`config.mk`:
```
export PLATFORM = sky130hd
export DESIGN_NAME = stream_demux
export DESIGN_NICKNAME = d
export VERILOG_FILES = /design/src/rtl/stream_demux.sv
export SDC_FILE = /design/constraint.sdc
export NUM_CORES = 1
export LEC_CHECK = 0
export BUFFER_PORTS_ARGS = -buffer_cell sky130_fd_sc_hd__buf_2
export CAP_MARGIN = 40
export CELL_PAD_IN_SITES_DETAIL_PLACEMENT = 1
export CELL_PAD_IN_SITES_GLOBAL_PLACEMENT = 1
export CORE_ASPECT_RATIO = 1.25
export CORE_UTILIZATION = 40
export DETAILED_ROUTE_END_ITERATION = 16
export PLACE_DENSITY_LB_ADDON = 0.1
export SETUP_SLACK_MARGIN = 0.1
export SYNTH_ARGS = -nofsm -noshare
export SYNTH_HDL_FRONTEND = slang
export SYNTH_SLANG_ARGS = --single-unit
```
`constraint.sdc`:
```
create_clock -name clk -period 5.88 [get_ports clk]
set_input_delay 0.294 -clock clk [delete_from_list [all_inputs] [get_ports clk]]
set_output_delay 0.294 -clock clk [all_outputs]
set_load 0.03 [all_outputs]
```
`src/rtl/stream_demux.sv`:
```
// Registered 1-to-NCH valid/ready demultiplexer. Each output channel owns a
// one-entry register, so a stall on one channel never disturbs another.

module stream_demux_lane #(
  parameter int WIDTH = 8
) (
  input  logic             clk,
  input  logic             rst_n,
  input  logic             load,
  input  logic             drain,
  input  logic             clr,
  input  logic [WIDTH-1:0] din,
  output logic [WIDTH-1:0] data,
  output logic             valid
);
  always_ff @(posedge clk or negedge rst_n) begin
    if (!rst_n) begin
      data  <= '0;
      valid <= 1'b0;
    end else begin
      if (load) data <= din;
      // load wins over drain so a same-edge drain+load keeps the new beat
      if (clr)        valid <= 1'b0;
      else if (load)  valid <= 1'b1;
      else if (drain) valid <= 1'b0;
    end
  end
endmodule

module stream_demux #(
  parameter int WIDTH = 8,
  parameter int NCH   = 4,
  parameter int SELW  = 2,
  parameter int CNTW  = 16
) (
  input  logic                 clk,
  input  logic                 rst_n,
  input  logic [WIDTH-1:0]     in_data,
  input  logic [SELW-1:0]      in_sel,
  input  logic                 in_valid,
  output logic                 in_ready,
  input  logic                 mode_rr,
  input  logic                 flush,
  output logic [NCH*WIDTH-1:0] out_data,
  output logic [NCH-1:0]       out_valid,
  input  logic [NCH-1:0]       out_ready,
  output logic [SELW-1:0]      rr_ptr,
  output logic [CNTW-1:0]      acc_cnt
);
  logic [SELW-1:0]             tgt;
  logic                        accept;
  logic [NCH-1:0][WIDTH-1:0]   data_q;

  assign tgt      = mode_rr ? rr_ptr : in_sel;
  assign in_ready = !flush && (!out_valid[tgt] || out_ready[tgt]);
  assign accept   = in_valid && in_ready;
  assign out_data = data_q;

  for (genvar gi = 0; gi < NCH; gi++) begin : g_lane
    stream_demux_lane #(.WIDTH(WIDTH)) u_lane (
      .clk   (clk),
      .rst_n (rst_n),
      .load  (accept && (tgt == SELW'(gi))),
      .drain (out_valid[gi] && out_ready[gi]),
      .clr   (flush),
      .din   (in_data),
      .data  (data_q[gi]),
      .valid (out_valid[gi])
    );
  end

  // NCH is a power of two, so natural SELW-bit overflow gives the modulo wrap
  always_ff @(posedge clk or negedge rst_n) begin
    if (!rst_n) begin
      rr_ptr  <= '0;
      acc_cnt <= '0;
    end else if (accept) begin
      if (mode_rr) rr_ptr <= rr_ptr + SELW'(1);
      if (acc_cnt != {CNTW{1'b1}}) acc_cnt <= acc_cnt + CNTW'(1);
    end
  end
endmodule

```
After elaboration in Yosys (flattened, before gate mapping)
Cells that the tools add are included.
- flip-flop bits (word level): 54
- bits of input ports: 19
- $add $sub $neg: 2
- order comparisons: 1
- equal/unequal tests: 4
- multiplexer cells: 17
- reduce and logical (&&, ||, !) cells: 20
- operators by type and width (operator ; count):
    adder 16 x 1 -> 16 bit, second input constant ; 1
    inequality test 16 bit, second input constant ; 1
    two-way mux 1 bit ; 14
    nonzero test 3 bit ; 4
    logical AND 1 bit ; 10
    binary-select mux 1 bit (select 2 bit) ; 2
    equality test 2 bit, second input constant ; 2
    AND reduction 2 bit ; 2
    less-than comparator 2 x 3 -> 1 bit, second input constant ; 1
    adder 2 x 1 -> 2 bit, second input constant ; 1
    equality test 2 x 1 -> 1 bit, second input constant ; 1
    logical NOT 1 bit ; 2
    logical NOT 2 bit ; 1
    two-way mux 2 bit ; 1
    logical OR 1 bit ; 1

Logic depth before layout (Yosys ltp)
Gate-level depths: netlist of the first run.
- depth in word-level cells: 10
- gate-level depth with buffers: 6
- gate-level depth less buffers: 6

Modules after synthesis
From an unflattened synthesis of the first run, not the netlist that was laid out.
- cell total of the unflattened synthesis: 187
- area total of the unflattened synthesis: 2513.7 um^2
- modules (own cells, without submodules) (module ; times used ; cells an instance ; area an instance (um^2) ; seq. area each (um^2)):
    stream_demux_lane ; 4 ; 21 ; 371.6 ; 225.2
    stream_demux ; 1 ; 103 ; 1027.2 ; 450.4

Least setup slack after synthesis of the first run
No wires, ideal clock.
- path type: flip-flop to output port
- start: register rr_ptr[1]
- end: output port in_ready
- arrival: 1878 ps
- data required time: 5586 ps
- path slack: 3708 ps
- cell stages (with the launch flop): 5
- buffers on the path: 0
- path through: dfrtp_1 > mux2i_4 > mux2_4 > nor2_1 > a211oi_1
- word-level cells in the longest chain between the ends: 6
- ends and longest elaborated chain (item ; line ; text):
    from (decl) ; 47 ; output logic [SELW-1:0] rr_ptr,
    from (signal assigned) ; 78 ; if (mode_rr) rr_ptr <= rr_ptr + SELW'(1);
    two-way mux 2 bit (*) ; 54 ; assign tgt = mode_rr ? rr_ptr : in_sel;
    binary-select mux 1 bit (select 2 bit) ; 55 ; assign in_ready = !flush && (!out_valid[tgt] || out_ready[tgt]);
    two-way mux 1 bit (not written as such) ; 55 ;
    logical NOT 1 bit ; 55 ;
    logical OR 1 bit (*) ; 55 ;
    logical AND 1 bit (*) ; 55 ;
    to (decl) ; 41 ; output logic in_ready,
Every way passes the cells marked *; elsewhere a longest branch is shown, timed or not. The select of a mux whose other input is x is not followed.

Worst setup path in the final report of the first run
- start: register acc_cnt[0]
- end: register acc_cnt[1]
- word-level cells in the longest chain between the ends: 2
- ends and longest elaborated chain (item ; line ; text):
    from (decl) ; 48 ; output logic [CNTW-1:0] acc_cnt
    from (signal assigned) ; 79 ; if (acc_cnt != {CNTW{1'b1}}) acc_cnt <= acc_cnt + CNTW'(1);
    parallel branches: the longest is 2 deep, another holds adder 16 x 1 -> 16 bit ; -- ;
Parallel ways; which one is timed is not known.
A chain may end at the register's enable or synchronous reset.

==> results of run 1 <==
[how the worst max path moves through the flow]
| stage | from | end | cells past startpoint |
|---|---|---|---|
| final | acc_cnt[0]$_DFFE_PN0P_ | acc_cnt[1]$_DFFE_PN0P_ | 6 |
| after detailed placement | acc_cnt[0]$_DFFE_PN0P_ | acc_cnt[1]$_DFFE_PN0P_ | 6 |
| after CTS | acc_cnt[0]$_DFFE_PN0P_ | acc_cnt[1]$_DFFE_PN0P_ | 6 |
| after global placement | mode_rr | g_lane[2].u_lane.data[6]$_DFFE_PN0P_ | 5 |
| after floorplan | rr_ptr[1]$_DFFE_PN0P_ | in_ready | 4 |
| after global routing | acc_cnt[0]$_DFFE_PN0P_ | acc_cnt[1]$_DFFE_PN0P_ | 6 |
[Yosys cell counts, drive strengths merged]
cell | number | area, sq um
inv | 2 | 7.51
and3b | 1 | 8.76
and4 | 1 | 8.76
a21oi | 1 | 5.00
buf | 6 | 48.8
o21ai | 2 | 10.0
nand2b | 4 | 25.0
nor2b | 1 | 6.26
o2111ai | 1 | 8.76
and3 | 1 | 6.26
xnor2 | 14 | 123
ha | 1 | 12.5
o21bai | 2 | 15.0
a211oi | 1 | 7.51
mux2 | 35 | 402
nand2 | 11 | 41.3
or2b | 1 | 7.51
xor2 | 2 | 17.5
nand3b | 2 | 18.8
nand4 | 5 | 31.3
nand4b | 1 | 8.76
nand3 | 10 | 60.1
nor3 | 2 | 10.0
nor3b | 3 | 43.8
clkbuf | 1 | 3.75
nor2 | 3 | 11.3
nor4b | 1 | 23.8
o2bb2ai | 1 | 27.5
mux2i | 3 | 42.5
nor4 | 1 | 6.26
dfrtp | 54 | 1350
[where the power goes]
| part | internal, uW | switching [uW] |
|---|---|---|
| clock network | 97.1 | 121 |
| registers | 511 | 81.4 |
| logic | 233 | 435 |
| total | 841 | 637 |
[critical path, delay by kind of cell, from the launching register on]
family | cells | cell delay, ps
AND/OR/NAND/NOR | 4 | 1180
flip-flops | 1 | 410
multiplexers | 1 | 310
adder cells (fa/ha/maj) | 1 | 180
[kinds of logic after synthesis]
kind of cell	count (synthesis)
DFF	54
and+or+nand+nor	48
muxes	38
xor gates and xnor gates	16
buffers and inverters	9
AOI/OAI and AO/OA	8
adders and majority gates	1
[stage by stage]
step / power (uW) / setup WS (ps) / util
after floorplan: 1080 / 3710 / -
final: 1480 / 3680 / 0.502
after global placement: 1260 / 3770 / 0.485
after detailed placement: 1280 / 3690 / 0.485
after global routing: 1570 / 3530 / 0.502
after CTS: 1500 / 3670 / 0.502
[cells in the final DEF (no fill, tap or decap), drive strengths merged, types with 2 or more instances in the layout]
cell type,count
dfrtp,54
nor3,2
buf,74
nand4,5
clkbuf,6
nor3b,3
o21ai,2
nand3b,2
nand2b,4
nand2,11
nand3,10
o21bai,2
mux2,35
xnor2,14
mux2i,3
nor2,3
inv,3
xor2,2
[state kept, by name, indices dropped and copies added (netlist names)]
name	count
g_lane.u_lane.data	32
g_lane.u_lane.valid	4
rr_ptr	2
acc_cnt	16
[layout make-up]
class | count | area (sq um)
clock buffer | 6 | 82.6
clock inverter | 2 | 16.3
fill | 636 | 2880
inverter | 2 | 7.51
multi-input combinational | 111 | 988
sequential | 54 | 1350
tap | 66 | 82.6
timing repair buffer | 74 | 373
[per-layer routing]
layer / GRT usage / wire length (um)
met1: 0.215 / 2050
met2: 0.265 / 2390
met3: 0.0285 / 238
met4: 0.0655 / 63
met5: 0 / 0
==> impl_metrics.py, run 1 <==
metrics = {
    "status": {
        "outcome": "finished with violations",
        "violations": "DRC",
    },
    "synth": {
        "synthAdderAreaFrac": 0.00521,
        "avgSynthCellArea_sq_um": 13.8,
        "synth-xor-area-share": 0.0584,
        "yosysWarningCount": 0,
        "yosys.area_share.simple": 0.132,
        "ys_seq_area_frac": 0.563,
        "yosysUniqueCellTypes": 38,
        "synth_nets": 194,
        "yosys_register_bits": 54,
        "synth_top_family_by_area": "multiplexers",
        "synth_compound_area_frac": 0.0308,
        "muxShareOfSynthArea": 0.185,
        "netlist_instances": 174,
        "netlist_area_sq_mm": 0.00240,
    },
    "worst_setup_path": {
        "path_max_fanout": 9,
        "slowest_delay_ps": 460,
        "crit_type": "reg2reg",
        "crit_top_cell": "nand2_1",
        "endpoint_kind": "register",
        "critPathLaunchType": "register",
        "crit_arrival_ps": 2390,
        "r2r_start": "acc_cnt[0]$_DFFE_PN0P_",
        "cp_data_required_time_ps": 6070,
        "r2r_slack_ps": 3680,
        "cp_slowest_cell": "nor4_1",
        "rr_worst_depth": 6,
        "path_cells": "ha_1 -> nand2_1 -> nor4_1 -> nand3_1 -> nand2_1 -> mux2_4",
        "reg2reg_to": "acc_cnt[1]$_DFFE_PN0P_",
    },
    "placed_design": {
        "dp_hpwl_um": 3570,
        "place.port_buffers": 73,
        "dp.cells": 307,
        "gp_congestion": 0.740,
        "dpl_cell_area_sq_mm": 0.00280,
    },
    "clock_tree": {
        "cts_root_buffer": "clkbuf_8",
        "cts_hold_buf": 0,
        "clkLatencyLatePin_ps": 310,
        "cts.sinks": 54,
        "cts-htree-levels": 2,
        "post-cts-setup-buffers": 0,
        "clk_pin_slew_worst_paths_ps": 100,
        "cts_made_buffers": 5,
        "clk_path_buf_depth": 2,
        "cts_tree": "done",
        "cts_resized": 0,
    },
    "sta": {
        "fmax_ghz": 0.454,
        "holdWs_ps": 89.8,
        "fin_crit_sh": 0.374,
        "slew_headroom": 0.556,
        "final_max_slew_viol_count": 0,
        "fin_crit_ps": 2200,
        "final-setup-viol-count": 0,
        "worst_pin_slew_ps": 666,
        "fin_tns_setup_ps": 0,
        "skew_ps": 9.15,
        "hold_viol_final": 0,
        "rsz0062_at_grt": "no",
    },
    "final_layout": {
        "areaGrowthSynthToFinish_pct": 20.9,
        "drive_above_1_share": 0.502,
        "final_cells": 315,
        "final_nets": 268,
        "design_area_sq_mm": 0.00290,
        "diodes": 0,
    },
    "global_route": {
        "overflow": 0,
        "grt_pass1_wl_um": 7800,
        "antenna_found_initial": 0,
        "grt_pass1_vias": 1576,
        "grt_max_degree": 55,
        "track_usage": 0.162,
    },
    "floorplanning": {
        "die_h_um": 88.6,
        "ios": 74,
        "die_area_sq_mm": 0.00632,
        "rows": 31,
        "die_x_um": 71.3,
        "core_area_sq_mm": 0.00578,
        "start_util": 0.415,
    },
    "power_and_ir_drop": {
        "power-per-cell-area_mw_per_mm2": 509,
        "p_leak_uw": 0.00139,
        "max-vdd-ir-drop_uv": 148,
    },
    "detailed_routing": {
        "final_antenna_net_count": 0,
        "wl_um": 4740,
        "drtPass1Iterations": 9,
        "dr.first_iter.drc_count": 64,
        "num_vias": 1609,
        "wl_per_cell_um": 15.0,
        "vias_per_cell": 5.11,
        "drc": 6,
    },
    "flow_run": {
        "maxCapViolations": 0,
    },
    "hold_path": {
        "hold_class": "in2async",
    },
}
(Power assumes the default switching activity.)
==> run 2: changes to the inputs <==
- clock period: 5.88 -> 2.3 ns (I/O delays scaled with it)
==> run 2 against run 1 <==
  * The flow still finishes with violations (DRC)
  * Die area is the same
  * Non-clock buffer count grew 6
  * Setup slack lost 3300 ps
  * Combinational power grew to 2.6 times the previous value
  * Clock skew shrank 0.99 ps
  * Hold slack lost 2.5 ps
  * Critical path type unchanged
  * Critical endpoint unchanged
  * Highest routed layer unchanged
==> impl_metrics.py, run 2 (synthesis gave the netlist of run 1 again) <==
metrics = {
    "status": {
        "outcome": "finished with violations",
        "violations": "DRC",
    },
    "final_layout": {
        "layout_common_cells": "73 x buf_2, 54 x dfrtp_1, 32 x mux2_2",
        "areaGrowthSynthToFinish_pct": 24.1,
        "final_nets": 274,
        "reg_top3": "g_lane.u_lane.data x32, acc_cnt x16, g_lane.u_lane.valid x4",
        "largest_reg_flops": 32,
        "diodes": 0,
        "multiInputGateArea_sq_um": 988,
        "seq_area_sq_mm": 0.00135,
        "drive_above_1_share": 0.510,
        "largest_register": "g_lane.u_lane.data",
        "layout_commonest_cell": "buf_2",
        "nFillCells": 619,
    },
    "sta": {
        "fin_tns_setup_ps": 0,
        "final_max_slew_viol_count": 0,
        "hold_viol_final": 0,
        "skew_ps": 8.17,
        "fmax_ghz": 0.508,
        "worst_pin_slew_ps": 487,
        "final-setup-viol-count": 0,
        "fin_crit_ps": 1970,
        "fin_crit_sh": 0.856,
        "rsz0062_at_grt": "no",
        "slew_headroom": 0.675,
    },
    "detailed_routing": {
        "top_layer_used": "met4",
        "wl_met3_um": 223,
        "final_antenna_net_count": 0,
        "vias_per_cell": 5.05,
        "wl_met1_um": 2180,
        "num_vias": 1621,
        "wl_per_cell_um": 15.5,
        "dr_wl_met2_um": 2520,
        "drc": 6,
        "dr.first_iter.drc_count": 57,
        "drtPass1Iterations": 9,
        "wl_um": 4980,
    },
    "worst_setup_path": {
        "crit_type": "reg2reg",
        "critPathLaunchType": "register",
        "endpoint_kind": "register",
        "r2r_slack_ps": 330,
        "reg2reg_to": "acc_cnt[1]$_DFFE_PN0P_",
        "crit_arrival_ps": 2160,
        "r2r_start": "rr_ptr[0]$_DFFE_PN0P_",
        "path_max_fanout": 17,
        "cp_data_required_time_ps": 2490,
        "rr_worst_depth": 5,
    },
    "clock_tree": {
        "clk_pin_slew_worst_paths_ps": 100,
        "cts_resized": 0,
        "cts_root_buffer": "clkbuf_8",
        "cts_hold_buf": 1,
        "cts_made_buffers": 5,
        "cts-htree-levels": 2,
        "cts_tree": "done",
        "clkLatencyLatePin_ps": 300,
        "clk_path_buf_depth": 2,
        "post-cts-setup-buffers": 0,
        "cts.sinks": 54,
    },
    "floorplanning": {
        "die_area_sq_mm": 0.00632,
        "die_x_um": 71.3,
        "core_area_sq_mm": 0.00578,
        "ios": 74,
        "rows": 31,
        "die_h_um": 88.6,
        "start_util": 0.415,
    },
    "placed_design": {
        "place.port_buffers": 73,
        "dp_hpwl_um": 3780,
        "gp_congestion": 0.747,
    },
    "hold_path": {
        "hold_path_depth": 2,
        "worstHoldStart": "in_data[2]",
        "hold_class": "in2reg",
        "hold_end": "g_lane[0].u_lane.data[2]$_DFFE_PN0P_",
    },
    "global_route": {
        "track_usage": 0.170,
        "grt_max_degree": 35,
        "antenna_found_initial": 0,
        "grt_pass1_wl_um": 8070,
        "grt_pass1_vias": 1618,
        "overflow": 0,
    },
    "power_and_ir_drop": {
        "power_uw": 3880,
        "max-vdd-ir-drop_uv": 402,
        "power-per-cell-area_mw_per_mm2": 1300,
        "p_leak_uw": 0.00144,
    },
    "flow_run": {
        "maxCapViolations": 0,
    },
}
==> run 2: changes by cell type in the layout (fill, tap and decap cells not counted), sizes merged <==
cell	previous run	this run
buf	74	79
bufinv	0	1
clkbuf	6	5
clkinv	0	1
clkinvlp	1	0
dlygate4sd3	0	1
==> run 2: worst max-delay path, cell delays in order, from the launching register on <==
cell	delay (ps)
dfrtp_1	420
mux2i_1	360
nand3b_2	200
o2bb2ai_4	380
nand2_1	180
mux2_4	320
==> run 2: layer usage <==
metal | vias to the layer above | GRT usage
li1 | 767 | -
met1 | 802 | 0.212
met2 | 47 | 0.299
met3 | 5 | 0.0273
met4 | 0 | 0.0600
met5 | - | 0
==> run 2: worst max-delay path by stage <==
stage | slack, ps | to | cells past startpoint | start
finish | 330 | acc_cnt[1]$_DFFE_PN0P_ | 5 | rr_ptr[0]$_DFFE_PN0P_
global route | 130 | acc_cnt[1]$_DFFE_PN0P_ | 5 | rr_ptr[0]$_DFFE_PN0P_
CTS | 300 | acc_cnt[1]$_DFFE_PN0P_ | 5 | rr_ptr[0]$_DFFE_PN0P_
detailed placement | 310 | acc_cnt[1]$_DFFE_PN0P_ | 5 | rr_ptr[0]$_DFFE_PN0P_
global placement | 370 | acc_cnt[1]$_DFFE_PN0P_ | 5 | rr_ptr[0]$_DFFE_PN0P_
floorplan | 190 | acc_cnt[1]$_DFFE_PN0P_ | 6 | acc_cnt[0]$_DFFE_PN0P_
==> run 2: per-stage QoR <==
stage,util,std cells,setup slack [ps],instance area (sq um),hold WS [ps]
2_1_floorplan,-,174,186,2400,-181
3_5_place_dp,0.494,312,312,2850,-8.53
5_1_grt,0.515,321,130,2980,70.0
4_1_cts,0.515,321,300,2980,67.7
6_report,0.515,321,330,2980,87.3
3_3_place_gp,0.490,311,375,2830,306
==> run 2: layout make-up <==
| type | count | share of cell area |
|---|---|---|
| multi-input cells | 111 | 0.332 |
| repair buffers | 80 | 0.145 |
| well taps | 66 | 0.0277 |
| clock buffers | 5 | 0.0231 |
| flip-flops and latches | 54 | 0.454 |
| inverters | 2 | 0.00252 |
| clock inverters | 3 | 0.0160 |
==> run 2: power by group <==
group	internal [uW]	switching, uW	total (uW)
Clock	330	316	647
Sequential	1300	207	1510
Combinational	602	1110	1720
==> run 3: changes to the inputs <==
==> constraint.sdc (replaced) <==
create_clock -name clk -period 2.15 [get_ports clk]
set_input_delay 0.1075 -clock clk [delete_from_list [all_inputs] [get_ports clk]]
set_output_delay 0.1075 -clock clk [all_outputs]
set_load 0.05 [all_outputs]
==> run 3 against run 2 <==
  * The run still ends with DRC left
  * Global-route usage increased by 0.75 points
  * First-iteration DRC count decreased by 74%
  * Largest cell class unchanged
  * Routed wire length increased by 5.3%
  * Non-clock buffer count decreased by 1
  * Sequential power increased by 9%
  * Critical endpoint is now in_ready
==> impl_metrics.py, run 3 (synthesis gave the netlist of run 1 again) <==
metrics = {
    "power_and_ir_drop": {
        "max-vdd-ir-drop_uv": 853,
        "p_leak_uw": 0.00142,
        "p_int_uw": 2410,
        "switching_share": 0.498,
        "sequentialPowerShare": 0.342,
        "clockPowerShare": 0.143,
        "power_frac_comb": 0.516,
        "power-per-cell-area_mw_per_mm2": 1600,
        "netSwitchingPower_uw": 2390,
    },
    "detailed_routing": {
        "drc": 3,
        "wl_um": 5250,
        "dr.first_iter.drc_count": 15,
        "wl_per_cell_um": 16.4,
        "drtPass1Iterations": 10,
        "final_antenna_net_count": 0,
        "vias_per_cell": 5.16,
        "num_vias": 1651,
    },
    "placed_design": {
        "gp_congestion": 0.769,
        "place_ws_ps": 174,
        "dpl_cell_area_sq_mm": 0.00286,
        "dp_hpwl_um": 3980,
        "place.port_buffers": 73,
    },
    "worst_setup_path": {
        "rr_worst_depth": 5,
        "cp_slowest_cell": "dfrtp_1",
        "critPathLaunchType": "register",
        "crit_type": "reg2out",
        "endpoint_kind": "output pin",
        "cp_data_required_time_ps": 2040,
        "reg2reg_to": "acc_cnt[1]$_DFFE_PN0P_",
        "crit_arrival_ps": 1820,
        "cp_top_family": "multiplexers",
        "r2r_start": "rr_ptr[1]$_DFFE_PN0P_",
        "path_cells": "mux2i_4 -> mux2_4 -> nor2_1 -> a211oi_2 -> buf_2",
        "slowest_delay_ps": 440,
        "cp_num_cells": 5,
        "path_max_fanout": 6,
        "cp.buffers_inverters": 1,
        "r2r_slack_ps": 270,
    },
    "sta": {
        "fin_tns_setup_ps": 0,
        "fin_crit_sh": 0.895,
        "rsz0062_at_grt": "no",
        "slew_headroom": 0.631,
        "worst_pin_slew_ps": 554,
        "fmax_ghz": 0.520,
        "final_max_slew_viol_count": 0,
        "skew_ps": 5.93,
        "fin_crit_ps": 1920,
        "hold_viol_final": 0,
        "final-setup-viol-count": 0,
        "setup_ws_ps": 225,
    },
    "final_layout": {
        "areaGrowthSynthToFinish_pct": 24.7,
        "drive_above_1_share": 0.543,
        "largest_register": "g_lane.u_lane.data",
        "layout_common_cells": "73 x buf_2, 49 x dfrtp_1, 32 x mux2_2",
        "reg_top3": "g_lane.u_lane.data x32, acc_cnt x16, g_lane.u_lane.valid x4",
        "layout_commonest_cell": "buf_2",
        "largest_reg_flops": 32,
        "diodes": 0,
        "nFillCells": 630,
        "final_nets": 273,
        "design_area_sq_mm": 0.00299,
    },
    "global_route": {
        "antenna_found_initial": 0,
        "track_usage": 0.177,
        "overflow": 0,
        "grt_pass1_wl_um": 8410,
        "grt_max_degree": 33,
        "grt_pass1_vias": 1731,
    },
    "floorplanning": {
        "core_area_sq_mm": 0.00578,
        "die_area_sq_mm": 0.00632,
        "die_h_um": 88.6,
        "ios": 74,
        "start_util": 0.415,
        "rows": 31,
        "die_x_um": 71.3,
    },
    "clock_tree": {
        "cts-htree-levels": 2,
        "cts_made_buffers": 5,
        "cts.sinks": 54,
        "clk_path_buf_depth": 2,
        "clk_pin_slew_worst_paths_ps": 100,
        "cts_root_buffer": "clkbuf_8",
        "post-cts-setup-buffers": 0,
        "clkLatencyLatePin_ps": 300,
        "cts_tree": "done",
    },
    "hold_path": {
        "hold_end": "g_lane[0].u_lane.data[5]$_DFFE_PN0P_",
        "worstHoldStart": "in_data[5]",
        "hold_class": "in2reg",
        "hold_path_depth": 2,
    },
    "status": {
        "outcome": "finished with violations",
        "violations": "DRC",
    },
    "flow_run": {
        "maxCapViolations": 0,
    },
}
run 3: changes by cell type in the layout (fill, tap and decap cells not counted), sizes merged:
cell  delta
buf      -1
run 3: what timing repair did:
item,CTS,global route
setup endpoints to repair,0,5
resized for setup,0,2
hold buffers,1,0
endpoints found under the hold margin,22,0
run 3: final cells by class:
type,instances,area (sq um),share of cell area
timing repair buffer,79,425,0.142
clock buffer,5,68.8,0.0230
clock inverter,3,43.8,0.0146
multi-input combinational,111,1010,0.337
inverter,2,7.51,0.00251
sequential,54,1360,0.454
tap,66,82.6,0.0276
run 3: metal layers:
| metal | global-route usage | share of wire | wire [um] | up-vias |
|---|---|---|---|---|
| met5 | 0 | 0 | 0 | - |
| met4 | 0.0527 | 0.0069 | 36 | 0 |
| met3 | 0.0490 | 0.049 | 257 | 2 |
| met2 | 0.332 | 0.55 | 2870 | 40 |
| met1 | 0.196 | 0.40 | 2080 | 843 |
| li1 | - | - | - | 766 |
run 3: worst max path at each step:
stage / startpoint / end / slack (ps)
6_report: rr_ptr[1]$_DFFE_PN0P_ / in_ready / 230
5_1_grt: rr_ptr[1]$_DFFE_PN0P_ / in_ready / 150
4_1_cts: rr_ptr[0]$_DFFE_PN0P_ / acc_cnt[1]$_DFFE_PN0P_ / 150
3_5_place_dp: rr_ptr[0]$_DFFE_PN0P_ / acc_cnt[1]$_DFFE_PN0P_ / 170
3_3_place_gp: rr_ptr[0]$_DFFE_PN0P_ / acc_cnt[1]$_DFFE_PN0P_ / 260
2_1_floorplan: rr_ptr[0]$_DFFE_PN0P_ / g_lane[2].u_lane.data[0]$_DFFE_PN0P_ / 90
run 3: worst register-to-register path, stage by stage (launching register included):
cell and delay (ps):
dfrtp_1 440, mux2i_4 320, mux2i_2 370, o2bb2ai_4 180, nand2_1 160, mux2_4 310
run 3: power by group through the flow:
| stage | combinational, uW | sequential, uW | clock, uW |
|---|---|---|---|
| 3_3_place_gp | 2460 | 1640 | 0 |
| 6_report | 2470 | 1640 | 685 |
| 4_1_cts | 2500 | 1650 | 711 |
| 5_1_grt | 2590 | 1700 | 747 |
| 2_1_floorplan | 580 | 2970 | 0 |
| 3_5_place_dp | 2490 | 1660 | 0 |
run 3: per-stage QoR:
stage          std cells   util  hold slack (ps)  power (uW)
2_1_floorplan        174      -             -188        3550
3_3_place_gp         311  0.495              133        4100
3_5_place_dp         311  0.495              134        4150
4_1_cts              320  0.517             66.8        4860
5_1_grt              320  0.518             74.4        5030
6_report             320  0.518             80.0        4800
